[config.mk]
export PLATFORM = sky130hd
export DESIGN_NAME = harvos_dmem_copy
export DESIGN_NICKNAME = d
export VERILOG_FILES = /design/src/rtl/harvos_dmem_copy.sv
export SDC_FILE = /design/constraint.sdc
export NUM_CORES = 1
export LEC_CHECK = 0
export ABC_AREA = 1
export CAP_MARGIN = 25
export CORE_ASPECT_RATIO = 0.7
export CORE_MARGIN = 1.5
export CORE_UTILIZATION = 55
export DETAILED_ROUTE_END_ITERATION = 10
export HOLD_SLACK_MARGIN = 0.15
export PLACE_DENSITY = 0.95
export SLEW_MARGIN = 20
export SYNTH_ARGS = -nofsm -noshare
export SYNTH_HDL_FRONTEND = slang
export SYNTH_SLANG_ARGS = --single-unit
[constraint.sdc]
create_clock -name clk -period 3.3 [get_ports clk]
set_clock_uncertainty 0.1 [all_clocks]
set_input_delay 0.99 -clock clk [delete_from_list [all_inputs] [get_ports clk]]
set_output_delay 0.99 -clock clk [all_outputs]
set_load 0.01 [all_outputs]
[src/rtl/harvos_dmem_copy.sv]
// harvos_dmem_copy: word-by-word memory copy engine driving a single-outstanding data port
module harvos_dmem_copy #(
   parameter int unsigned TIMEOUT = 16,
   parameter int unsigned LEN_W   = 16
) (
   input  logic             clk,
   input  logic             rst_n,
   input  logic             start,
   input  logic [31:0]      src_addr,
   input  logic [31:0]      dst_addr,
   input  logic [LEN_W-1:0] len_words,
   output logic             busy,
   output logic             done,
   output logic             err,
   output logic [LEN_W-1:0] words_done,
   output logic             dmem_req,
   output logic             dmem_we,
   output logic [3:0]       dmem_be,
   output logic [31:0]      dmem_addr,
   output logic [31:0]      dmem_wdata,
   input  logic             dmem_rvalid,
   input  logic             dmem_fault,
   input  logic [31:0]      dmem_rdata
);
   localparam int unsigned WAIT_W = $clog2(TIMEOUT + 1);
   typedef enum logic [2:0] {IDLE, RD_REQ, RD_WAIT, WR_REQ, WR_WAIT, FIN} state_t;
   state_t            state_q, state_d;
   logic [31:0]       src_q, src_d, dst_q, dst_d, data_q, data_d;
   logic [LEN_W-1:0]  len_q, len_d, cnt_q, cnt_d;
   logic [WAIT_W-1:0] wait_q, wait_d;
   logic              err_q, err_d;
   logic              expired;
   assign expired    = wait_q == WAIT_W'(TIMEOUT - 1);
   assign words_done = cnt_q;
   assign err        = err_q;
   // Next-state: sequencing, address stepping, response wait and abort handling
   always_comb begin
      state_d = state_q;
      src_d   = src_q;
      dst_d   = dst_q;
      len_d   = len_q;
      data_d  = data_q;
      cnt_d   = cnt_q;
      wait_d  = wait_q;
      err_d   = 1'b0;
      case (state_q)
         IDLE, FIN: begin
            state_d = IDLE;
            if (start) begin
               src_d = src_addr;
               dst_d = dst_addr;
               len_d = len_words;
               cnt_d = '0;
               if (len_words == '0) state_d = FIN;
               else if (src_addr[1:0] != 2'b00 || dst_addr[1:0] != 2'b00) err_d = 1'b1;
               else state_d = RD_REQ;
            end
         end
         RD_REQ: begin
            wait_d  = '0;
            state_d = RD_WAIT;
         end
         RD_WAIT: begin
            if (dmem_rvalid) begin
               err_d   = dmem_fault;
               data_d  = dmem_fault ? data_q : dmem_rdata;
               state_d = dmem_fault ? IDLE : WR_REQ;
            end else if (expired) begin
               err_d   = 1'b1;
               state_d = IDLE;
            end else wait_d = wait_q + 1'b1;
         end
         WR_REQ: begin
            wait_d  = '0;
            state_d = WR_WAIT;
         end
         WR_WAIT: begin
            if (dmem_rvalid && dmem_fault) begin
               err_d   = 1'b1;
               state_d = IDLE;
            end else if (dmem_rvalid) begin
               cnt_d   = cnt_q + 1'b1;
               src_d   = src_q + 32'd4;
               dst_d   = dst_q + 32'd4;
               state_d = (cnt_d == len_q) ? FIN : RD_REQ;
            end else if (expired) begin
               err_d   = 1'b1;
               state_d = IDLE;
            end else wait_d = wait_q + 1'b1;
         end
         default: state_d = IDLE;
      endcase
   end
   // State and datapath registers; reset cancels any copy in flight
   always_ff @(posedge clk or negedge rst_n) begin
      if (!rst_n) begin
         state_q <= IDLE;
         src_q   <= '0;
         dst_q   <= '0;
         len_q   <= '0;
         data_q  <= '0;
         cnt_q   <= '0;
         wait_q  <= '0;
         err_q   <= 1'b0;
      end else begin
         state_q <= state_d;
         src_q   <= src_d;
         dst_q   <= dst_d;
         len_q   <= len_d;
         data_q  <= data_d;
         cnt_q   <= cnt_d;
         wait_q  <= wait_d;
         err_q   <= err_d;
      end
   end
   // Outputs decoded from state; the data port is fully zeroed when no request is issued
   always_comb begin
      busy       = state_q inside {RD_REQ, RD_WAIT, WR_REQ, WR_WAIT};
      done       = state_q == FIN;
      dmem_req   = state_q == RD_REQ || state_q == WR_REQ;
      dmem_we    = state_q == WR_REQ;
      dmem_be    = dmem_req ? 4'hF : 4'h0;
      dmem_addr  = state_q == RD_REQ ? src_q : state_q == WR_REQ ? dst_q : 32'h0;
      dmem_wdata = state_q == WR_REQ ? data_q : 32'h0;
   end
endmodule

; After elaboration in Yosys (flattened, before gate mapping)
; Index checks and enable logic that the tools add are counted.
[op_classes]
magnitude_cmp = 0
n_shift = 0
multipliers = 0
mux = 38
addsub = 4
reduce_logical = 16
bitwise_logic = 1
n_div = 0
eq_ne = 10
[op_table]
columns = op, n
row1 = 32-bit two-way mux, 9
row2 = 32-bit one-hot mux with 2 select lines, 2
row3 = "32-bit by 3-bit adder with 32-bit output, second input constant", 2
row4 = 16-bit two-way mux, 3
row5 = 16-bit one-hot mux with 2 select lines, 1
row6 = 3-bit two-way mux, 7
row7 = "16-bit by 1-bit adder with 16-bit output, second input constant", 1
row8 = 16-bit == test, 1
row9 = 16-bit logical NOT, 1
row10 = 5-bit two-way mux, 3
row11 = 3-bit one-hot mux with 5 select lines, 1
row12 = 5-bit one-hot mux with 3 select lines, 1
row13 = 1-bit two-way mux, 8
row14 = "3-bit by 2-bit == test with 1-bit output, second input constant", 2
row15 = "3-bit == test, second input constant", 2
row16 = "2-bit inequality test, second input constant", 3
row17 = 2-bit nonzero test, 3
row18 = "5-bit by 1-bit adder with 5-bit output, second input constant", 1
row19 = "5-bit by 4-bit == test with 1-bit output, second input constant", 1
row20 = 4-bit two-way mux, 1
row21 = 2-bit AND reduction, 2
row22 = 4-bit AND reduction, 1
row23 = 4-bit nonzero test, 1
row24 = 2-bit OR reduction, 2
row25 = 9 further kinds, 10
[totals]
out_inout_bits = 89
register_bits = 137
mem_bits_rw = 0
mem_bits_ro = 0
memories = 0
wordCells = 77
latchBits = 0
in_bits = 117

; Logic depth before layout (Yosys ltp)
; Gate-level depths: netlist of the first run.
[logic_depth]
depth_word = 6
ltp_mapped = 14
depth_no_buf = 14

; Worst setup path before layout of the first run
; Ideal clock, no wire load.
[synth_timing]
path_type = flip-flop to output port
start = register state_q[2]
end = output dmem_wdata[10]
required_ns = 2.210
path_stages_with_launch = 7
n_path_buf = 1
slack_ns = 0.578
arrival_time_ns = 1.632
cell_sequence = dfrtp_1 nor2_2 inv_1 nor2_2 inv_2 clkbuf_1 nor2_1
[synth_between]
elab_chain_cells = 2
[synth_lines]
columns = item, line_no
row1 = start: declaration, 27  ; state_t state_q, state_d;
row2 = start signal: assignment, 106  ; state_q <= state_d;
row3 = 3-bit by 2-bit == test with 1-bit output, n/a
row4 = via dmem_we, 17  ; output logic dmem_we,
row5 = 32-bit two-way mux, 124  ; dmem_wdata = state_q == WR_REQ ? data_q : 32'h0;
row6 = end: declaration, 20  ; output logic [31:0] dmem_wdata,
; The timed path passes the listed nets, and every way through them passes these cells.

; Final worst setup path of the first run
[layout_timing]
start = register state_q[2]
end = output dmem_addr[15]
[layout_between]
elab_chain_cells = 3
elab_cells_between_ends = 4
cone_classes = 2 x eq/ne / 2 x mux
[layout_lines]
columns = item, line_no
row1 = 3-bit by 2-bit == test with 1-bit output, 123  ; dmem_addr = state_q == RD_REQ ? src_q : state_q == WR_REQ ? dst_q : 32'h0;
row2 = 32-bit two-way mux, 123
row3 = 32-bit two-way mux *, 123
row4 = end: declaration, 19  ; output logic [31:0] dmem_addr,
; Mark *: on every way between the ends. The rest lies on a longest branch, timed or not.

==> results of run 1 <==
[logic make-up (layout without fill, tap and decap cells)]
family / Yosys count / after routing / synth area share
simple gates: 582 / 582 / 0.304
compound gates: 248 / 248 / 0.164
buf+inv: 237 / 440 / 0.109
flops: 137 / 137 / 0.400
xor+xnor: 14 / 14 / 0.0143
fa+ha+maj: 5 / 5 / 0.00730
mux: 1 / 1 / 0.00117
[cell usage in the layout, fill, tap and decap left out, types with 9 or more instances in the layout]
cell type        instances
nand2_1                246
inv_1                  177
clkdlybuf4s50_1        150
nor2_1                 139
dfrtp_1                137
o21ai_0                114
nand3_1                 95
a21oi_1                 45
o22ai_1                 45
dlymetal6s2s_1          44
nor3_1                  26
nand4_1                 23
o211ai_1                22
clkbuf_16               17
xor2_1                  12
buf_4                   12
dlygate4sd2_1           10
nor2_2                   9
nor4_1                   9
nand2_2                  9
[routing by layer]
metal	track usage	wire length (um)	vias up
met2	0.548	12700	626
met5	0	0	-
met3	0.103	3790	70
met1	0.471	11700	4451
li1	-	-	4420
met4	0.0874	662	0
[worst paths after layout]
check	slack, ps	to	cells after the start	start
worst max register to register	910	src_q[15]$_DFFE_PN0P_	10	state_q[0]$_DFF_PN0_
max in group asynchronous	1980	words_done[4]$_DFFE_PN0P_	2	rst_n
worst min-delay path	390	dst_q[1]$_DFFE_PN0P_	2	dst_q[1]$_DFFE_PN0P_
worst min register to register	390	dst_q[1]$_DFFE_PN0P_	2	dst_q[1]$_DFFE_PN0P_
worst max-delay path	10	dmem_addr[15]	6	state_q[2]$_DFF_PN0_
min in group asynchronous	430	data_q[22]$_DFFE_PN0P_	1	rst_n
[worst register-to-register path, cell delays in order, from the launching register on]
cell,delay [ps]
dfrtp_1,380
nor2_1,70
nand2_1,70
buf_4,380
inv_2,120
nand2_2,280
nand2_4,120
inv_2,410
a21oi_1,90
o21ai_0,190
inv_1,60
[registers in the layout (all words and copies together), names as in the netlist]
register / flops
dst_q: 32
words_done: 16
len_q: 16
err: 1
state_q: 3
src_q: 32
data_q: 32
wait_q: 5
[layout make-up]
cell class,instances,area (um^2)
Clock inverter,14,188
Timing Repair Buffer,222,2330
Fill cell,1114,3370
Multi-Input combinational cell,850,4230
Clock buffer,18,439
Timing Repair inverter,1,8.76
Sequential cell,137,3430
Tap cell,195,244
Inverter,185,721
[metrics by stage]
step	setup TNS (ps)	hold WS (ps)
6_report	0	386
5_1_grt	-686	414
4_1_cts	0	391
3_5_place_dp	-2.59	375
3_3_place_gp	0	365
2_1_floorplan	0	349
[report_power, final]
| group | switching (mW) | internal, mW | total [mW] |
|---|---|---|---|
| registers | 0.243 | 2.06 | 2.30 |
| logic | 0.798 | 0.491 | 1.29 |
| clock network | 0.821 | 1.23 | 2.05 |
| total | 1.86 | 3.78 | 5.64 |
[repair_timing]
action	in CTS	in global routing
endpoints found under the setup margin	62	52
pin swaps	0	1
gates cloned	0	1
buffers inserted	0	1
hold endpoints to repair	0	0
gates resized for setup	16	46
==> metrics.yaml, run 1 <==
status: "completed"
pin_count: 206
clkLatencyLatePin_ps: 420
rows: 37
slew_violations: 0
synth_top_cell_by_area: "dfrtp_1"
cp-end-kind: "output port"
synth_nets: 1346
drv_cap: 0
viasPerCell: 5.90
cp-start-kind: "register"
die_w_um: 152
remaining_drc_errors: 0
cpPeakStageDelay_ps: 550
syn_area_um2: 8570
n_antenna_cell: 0
num_vias: 9567
synth_common_cells: "247 x nand2_1, 177 x inv_1, 140 x nor2_1, 137 x dfrtp_1, 114 x o21ai_0"
drt-pass1-iter-count: 6
power.leakage_nw: 5.97
setup_viol: 0
synthArstFlopShare: 1.00
gp_congestion: 1.02
fin_total_pwr_mw: 5.64
crit_chain: "nor2_2, buf_4, nand2_1, buf_6, o22ai_1, clkdlybuf4s50_1"
synth-seq-cells: 137
worstPathRequired_ps: 2210
post-synth-top-count-cell: "nand2_1"
ant_nets: 0
period_needed_ps: 3290
period_share: 0.996
postSynthAreaPerCell_um2: 7.00
wl_mm: 28.9
portBuffers: 205
critical_path_class: "register to output port"
rsz0062_at_grt: "true"
ys_warn_count: 0
clk_pin_slew_ps: 70
cts_max_level: 4
place_ws_ps: -2.59
cp.arrival_ps: 2200
design_area_um2: 11600
ctsHoldBuffers: 0
irDropWorstVdd_v: 0.000412
nNetsFinal: 1536
track_usage: 0.348
final_util: 0.775
grt_antenna_before_repair: 0
cts_buffers: 17
cp_slowest_cell: "clkdlybuf4s50_1"
hold_path.class: "register to register"
detail_route.wl_per_cell_um: 17.8
first_global_vias: 8971
grt_max_degree: 63
yosys-top-cells-area: "dfrtp_1 40%, nand2_1 11%, inv_1 7.8%, o21ai_0 6.7%, nor2_1 6.1%"
fp.dieH_um: 107
setup_ws_ps: 14.8
core_um2: 15000
layout-drive-gt1-share: 0.0659
power.density_nw_per_um2: 487
synth_cells: 1224
synth_ff_type: "dfrtp_1"
dp_cells: 1588
placed_area_um2: 10800
dpl.hpwl_mm: 20.6
dieArea_um2: 16400
relSlewSlack: 0.396
cts.sinks: 137
grt_pass1_wl_mm: 45.1
clk_path_buf_depth: 2
synth_top_area_share: 0.400
crit_family: "buffers and inverters"
ys_seq_area_frac: 0.400
synth_edf_count: 0
synth_cell_types: 43
first_iter_violations: 1093
fmax_mhz: 304
cts_tree: "done"
root_buffer: "clkbuf_16"
stdcell_count: 1622
areaGrowthSynthToFinish_pct: 35.2
overflow: 0
path_max_fanout: 30
initial_utilization: 0.573
finalHoldViolations: 0
path_buf_inv: 3
worst_pin_slew_ps: 899
(Power assumes the default switching activity.)
==> inputs of run 2 (changes only) <==
--- a/config.mk
+++ b/config.mk
@@ -9,10 +9,10 @@
 export CAP_MARGIN = 25
 export CORE_ASPECT_RATIO = 0.7
 export CORE_MARGIN = 1.5
-export CORE_UTILIZATION = 55
+export CORE_UTILIZATION = 44
 export DETAILED_ROUTE_END_ITERATION = 10
 export HOLD_SLACK_MARGIN = 0.15
-export PLACE_DENSITY = 0.95
+export PLACE_DENSITY = 0.83
 export SLEW_MARGIN = 20
 export SYNTH_ARGS = -nofsm -noshare
 export SYNTH_HDL_FRONTEND = slang
==> run 2 against run 1 <==
Critical path depth is 1 higher. Hold slack gained 5.9 ps. First-iteration DRC count fell by 8.5%. Die area up 24%. Sequential share of layout area fell by 0.32 points.
==> metrics.yaml, run 2 (synthesis gave the netlist of run 1 again) <==
track_usage: 0.283  # -0.0644
ctsHoldBuffers: 0  # unchanged
first_global_vias: 8700  # -3.0%
detail_route.wl_per_cell_um: 16.7  # -5.9%
status: "completed"
cts_max_level: 4  # unchanged
irDropWorstVdd_v: 0.000297  # -28%
cts_buffers: 17  # unchanged
path_buf_inv: 4  # +1
dieArea_um2: 20300  # +24%
worstRegToRegCells: 9  # -1
viasPerCell: 5.51  # -6.6%
remaining_drc_errors: 0  # unchanged
worstHoldStart: "src_q[0]$_DFFE_PN0P_"
gp_congestion: 0.985  # -3.1%
core_um2: 19000  # +27%
layout-drive-gt1-share: 0.0684  # +0.00252
rows: 42  # +14%
fin_total_pwr_mw: 5.83  # +3.3%
critical_path_class: "register to output port"
dpl.hpwl_mm: 20.7  # +0.78%
first_iter_violations: 1000  # -8.5%
clk_path_buf_depth: 2  # unchanged
finalHoldViolations: 0  # unchanged
hold_path_end: "src_q[0]$_DFFE_PN0P_"
cts.sinks: 137  # unchanged
initial_utilization: 0.452  # -0.121
placed_area_um2: 11000  # +1.7%
period_needed_ps: 3230  # -55.8 ps
cp-start-kind: "register"
cp-end-kind: "output port"
cts_tree: "done"
relSlewSlack: 0.339  # -0.0576
clk_pin_slew_ps: 60  # about the same
grt_max_degree: 76  # +21%
final_cell_mix: "246 x nand2_1, 177 x inv_1, 141 x clkdlybuf4s50_1, 140 x nor2_1, 137 x dfrtp_1"
worstPathRequired_ps: 2210  # about the same
timing.rr.start: "src_q[13]$_DFFE_PN0P_"
period_share: 0.979  # -0.0169
areaGrowthSynthToFinish_pct: 36.6
r2r_slack_ps: 800  # -110 ps
rsz0062_at_grt: "true"
dp_cells: 1663  # +4.7%
nNetsFinal: 1543  # +0.46%
crit_chain: "buf_4, nor3_1, inv_1, nand2_1, inv_1, nand2_1, clkdlybuf4s50_1"
final_common_cell: "nand2_1"
die_w_um: 170  # +12%
r2r_end: "src_q[30]$_DFFE_PN0P_"
crit_family: "buffers and inverters"
grt_antenna_before_repair: 1  # +1
cp.arrival_ps: 2140  # -60 ps
cp_slowest_cell: "clkdlybuf4s50_1"
multiInputGateArea_um2: 4220  # -0.21%
setup_viol: 0  # unchanged
wl_mm: 28.4  # -1.5%
fill_cells: 1689  # +52%
whs_path_depth: 2  # unchanged
regArea_um2: 3430  # unchanged
reg_top3: "data_q: 32 flops, dst_q: 32 flops, src_q: 32 flops"
overflow: 0  # unchanged
portBuffers: 205  # unchanged
drv_cap: 0  # unchanged
fmax_mhz: 310  # +1.7%
num_vias: 9356  # -2.2%
hold_path.class: "register to register"
worst_pin_slew_ps: 983  # +84.3 ps
stdcell_count: 1698  # +4.7%
clkLatencyLatePin_ps: 420  # about the same
power.density_nw_per_um2: 498  # +2.2%
grt_pass1_wl_mm: 44.8  # -0.72%
design_area_um2: 11700  # +1.1%
pin_count: 206  # unchanged
slew_violations: 0  # unchanged
fp.dieH_um: 120  # +11%
drt-pass1-iter-count: 8  # +2
power.leakage_nw: 5.72  # -4.3%
path_max_fanout: 4  # -87%
root_buffer: "clkbuf_16"
ant_nets: 0  # unchanged
cpPeakStageDelay_ps: 540  # about the same
-- run 2: area by class of cell --
cell class / count / area share
Antenna cell: 1 / 0.000214
Clock buffer: 17 / 0.0363
Clock inverter: 14 / 0.0229
Inverter: 185 / 0.0599
Multi-Input combinational cell: 850 / 0.360
Sequential cell: 137 / 0.293
Tap cell: 264 / 0.0282
Timing Repair Buffer: 230 / 0.200
-- run 2: worst max path at each step --
stage | end | slack [ps] | cells after the start | startpoint
finish | busy | 70 | 7 | state_q[2]$_DFF_PN0_
detailed placement | dst_q[12]$_DFFE_PN0P_ | 180 | 10 | dmem_rvalid
CTS | dmem_addr[10] | 2 | 7 | state_q[0]$_DFF_PN0_
global route | busy | -8 | 7 | state_q[2]$_DFF_PN0_
global placement | dmem_addr[24] | 240 | 7 | state_q[2]$_DFF_PN0_
floorplan | dmem_wdata[10] | 580 | 6 | state_q[2]$_DFF_PN0_
-- run 2: worst reg2reg max path, cell delays in order (launching register included) --
cell     delay [ps]
dfrtp_1         390
inv_1            90
nor4_1          850
nand2_1         160
nor2_1          380
nand2_1         110
nand2_1          70
nand3_1          60
nand2_1          90
o21ai_0          70
-- run 2: timing repair --
item	4_1_cts	5_1_grt
buffers inserted	2	0
cloned	1	0
pin swaps	1	1
setup endpoints to repair	55	17
gates resized for setup	53	15
-- run 2: metrics by stage --
| stage | utilization | worst slack [ps] | hold WS (ps) | setup TNS [ps] |
|---|---|---|---|---|
| 2_1_floorplan | - | 578 | 349 | 0 |
| 3_3_place_gp | 0.578 | 239 | 365 | 0 |
| 3_5_place_dp | 0.578 | 181 | 374 | 0 |
| 4_1_cts | 0.615 | 2.08 | 391 | 0 |
| 5_1_grt | 0.617 | -7.69 | 402 | -7.69 |
| 6_report | 0.617 | 70.6 | 392 | 0 |
-- run 2: report_power, final --
part / switching [mW] / total [mW] / leakage (nW) / internal, mW
combinational: 0.761 / 1.26 / 3.74 / 0.498
clock: 0.776 / 2.27 / 0.338 / 1.50
sequential: 0.239 / 2.30 / 1.64 / 2.06
total: 1.78 / 5.83 / 5.72 / 4.06
-- run 2: metal layers --
metal,track usage,wire length (um),part of all wire
met2,0.414,11900,0.42
met4,0.0913,635,0.022
met3,0.0676,3000,0.11
met1,0.410,12900,0.45
met5,0,0,0
==> inputs of run 3 (changes only) <==
--- a/config.mk
+++ b/config.mk
@@ -10,10 +10,11 @@
 export CORE_ASPECT_RATIO = 0.7
 export CORE_MARGIN = 1.5
 export CORE_UTILIZATION = 44
+export CTS_CLUSTER_SIZE = 20
 export DETAILED_ROUTE_END_ITERATION = 10
 export HOLD_SLACK_MARGIN = 0.15
 export PLACE_DENSITY = 0.83
-export SLEW_MARGIN = 20
+export SLEW_MARGIN = 10
 export SYNTH_ARGS = -nofsm -noshare
 export SYNTH_HDL_FRONTEND = slang
 export SYNTH_SLANG_ARGS = --single-unit
==> constraint.sdc (replaced) <==
create_clock -name clk -period 4.1 [get_ports clk]
set_clock_uncertainty 0.1 [all_clocks]
set_input_delay 1.23 -clock clk [delete_from_list [all_inputs] [get_ports clk]]
set_output_delay 1.23 -clock clk [all_outputs]
set_load 0.01 [all_outputs]
==> run 3 against run 2 <==
Register-to-register slack better by 770 ps. Wire length is 3.7% lower. Flip-flop and latch count stayed put. Largest cell class unchanged. Highest routed layer unchanged.
==> metrics.yaml, run 3 (synthesis gave the netlist of run 1 again) <==
cts.sinks: 137  # unchanged
clk_pin_slew_ps: 60  # about the same
remaining_drc_errors: 0  # unchanged
cp_slowest_cell: "clkdlybuf4s50_1"
period_needed_ps: 3930
num_vias: 9124  # -2.5%
layout-drive-gt1-share: 0.0625  # -0.00589
critical_path_class: "register to output port"
setup_tns_ps: 0  # unchanged
overflow: 0  # unchanged
reg_top3: "data_q: 32 flops, dst_q: 32 flops, src_q: 32 flops"
cts_setup_buffers: 0  # -2
period_share: 0.958
rows: 42  # unchanged
ant_nets: 0  # unchanged
track_usage: 0.274  # -0.00923
power.leakage_nw: 5.07  # -11%
detail_route.wl_per_cell_um: 16.2  # -3.2%
die_w_um: 170  # unchanged
fp.dieH_um: 120  # unchanged
final_common_cell: "nand2_1"
path_buf_inv: 4  # unchanged
drt-pass1-iter-count: 6  # -2
grt_antenna_before_repair: 0  # -1
initial_utilization: 0.452  # unchanged
relSlewSlack: 0.333  # -0.00562
hold_path.class: "register to register"
gp_congestion: 0.912  # -7.5%
stdcell_count: 1688  # -0.59%
fmax_mhz: 255
crit_chain: "nor2_2, inv_1, nor2_2, inv_4, buf_4, nor2_1, clkdlybuf4s50_1"
cts_max_level: 4  # unchanged
setup_viol: 0  # unchanged
cp-start-kind: "register"
pin_count: 206  # unchanged
worst_pin_slew_ps: 993  # +9.86 ps
root_buffer: "clkbuf_16"
n_antenna_cell: 0  # -1
cts_buffers: 17  # unchanged
cpPeakStageDelay_ps: 560  # +20 ps
wl_mm: 27.4  # -3.7%
grt_max_degree: 76  # unchanged
worst_path_most_repeated_cell: "nor2_2"
finalHoldViolations: 0  # unchanged
r2r_slack_ps: 1570  # +770 ps
crit_family: "buffers and inverters"
path_max_fanout: 32  # +28
rsz0062_at_grt: "false"
dieArea_um2: 20300  # unchanged
first_global_vias: 8440  # -3.0%
dp_cells: 1656  # -0.42%
cp-end-kind: "output port"
first_iter_violations: 968  # -3.2%
clkLatencyLatePin_ps: 430  # about the same
dpl.hpwl_mm: 20.3  # -2.0%
nNetsFinal: 1533  # -0.65%
worstPathRequired_ps: 2770  # +560 ps
grt_pass1_wl_mm: 43.4  # -3.1%
drv_cap: 0  # unchanged
core_um2: 19000  # unchanged
portBuffers: 205  # unchanged
status: "completed"
power.density_nw_per_um2: 394  # -21%
cts_tree: "done"
irDropWorstVdd_v: 0.000266  # -10%
clk_path_buf_depth: 2  # unchanged
cp.arrival_ps: 2600  # +460 ps
slew_violations: 0  # unchanged
viasPerCell: 5.41  # -1.9%
areaGrowthSynthToFinish_pct: 34.0
fin_total_pwr_mw: 4.53  # -22%
final_cell_mix: "246 x nand2_1, 204 x clkdlybuf4s50_1, 177 x inv_1, 140 x nor2_1, 137 x dfrtp_1"
-- run 3: changes by cell type in the layout (fill, tap and decap cells not counted), moves of 2 or more --
cell / before / now
bufinv_16: 7 / 4
buf_12: 6 / 1
dlygate4sd2_1: 48 / 0
clkdlybuf4s50_1: 141 / 204
buf_4: 17 / 14
inv_6: 2 / 5
clkinvlp_4: 0 / 2
dlymetal6s2s_1: 15 / 0
-- run 3: per-stage QoR --
step	hold slack [ps]	area, um^2	utilization	setup WS (ps)
floorplan	349	8570	-	1140
CTS	390	11500	0.605	72.9
global placement	367	10800	0.572	534
detailed placement	375	10800	0.572	529
global route	416	11500	0.605	19.7
finish	386	11500	0.605	173
-- run 3: per-layer routing --
| metal | wire [um] | global-route usage | vias up |
|---|---|---|---|
| met5 | 0 | 0 | - |
| met4 | 263 | 0.0697 | 0 |
| met3 | 2920 | 0.0752 | 21 |
| met2 | 11400 | 0.394 | 438 |
| met1 | 12800 | 0.404 | 4252 |
| li1 | - | - | 4413 |
-- run 3: path summary, 6_finish.rpt --
| path | start | end | depth (start not counted) |
|---|---|---|---|
| worst max-delay path | state_q[2]$_DFF_PN0_ | dmem_wdata[18] | 7 |
| worst min-delay path | src_q[1]$_DFFE_PN0P_ | src_q[1]$_DFFE_PN0P_ | 2 |
| worst max register to register | state_q[0]$_DFF_PN0_ | src_q[15]$_DFFE_PN0P_ | 10 |
| worst min register to register | src_q[1]$_DFFE_PN0P_ | src_q[1]$_DFFE_PN0P_ | 2 |
| max in group asynchronous | rst_n | dst_q[30]$_DFFE_PN0P_ | 2 |
| min in group asynchronous | rst_n | len_q[13]$_DFFE_PN0P_ | 1 |
-- run 3: final cells by class --
type | count | area [um^2]
fill | 1700 | 7490
inverter | 185 | 697
clock buffer | 17 | 425
clock inverter | 15 | 214
tap | 264 | 330
sequential | 137 | 3430
timing repair buffer | 220 | 2180
multi-input combinational | 850 | 4210
-- run 3: where the power goes --
| part | total, mW | switching, mW | leakage [nW] | internal, mW |
|---|---|---|---|---|
| clock | 1.69 | 0.655 | 0.305 | 1.03 |
| combinational | 0.995 | 0.602 | 3.13 | 0.393 |
| sequential | 1.85 | 0.188 | 1.64 | 1.66 |
-- run 3: worst reg2reg max path, cell delays in order, from the launching register on --
cell and delay, ps:
dfrtp_1 400, nor2_1 80, nand2_1 80, buf_4 390, inv_2 100, nand2_2 230, nand2_4 260, inv_2 470
a21oi_1 80, o21ai_0 180, inv_1 50
-- run 3: repair_timing --
action,CTS,global route
endpoints found under the setup margin,0,31
gates resized for setup,0,2
hold endpoints to repair,0,0
hold buffers,0,0
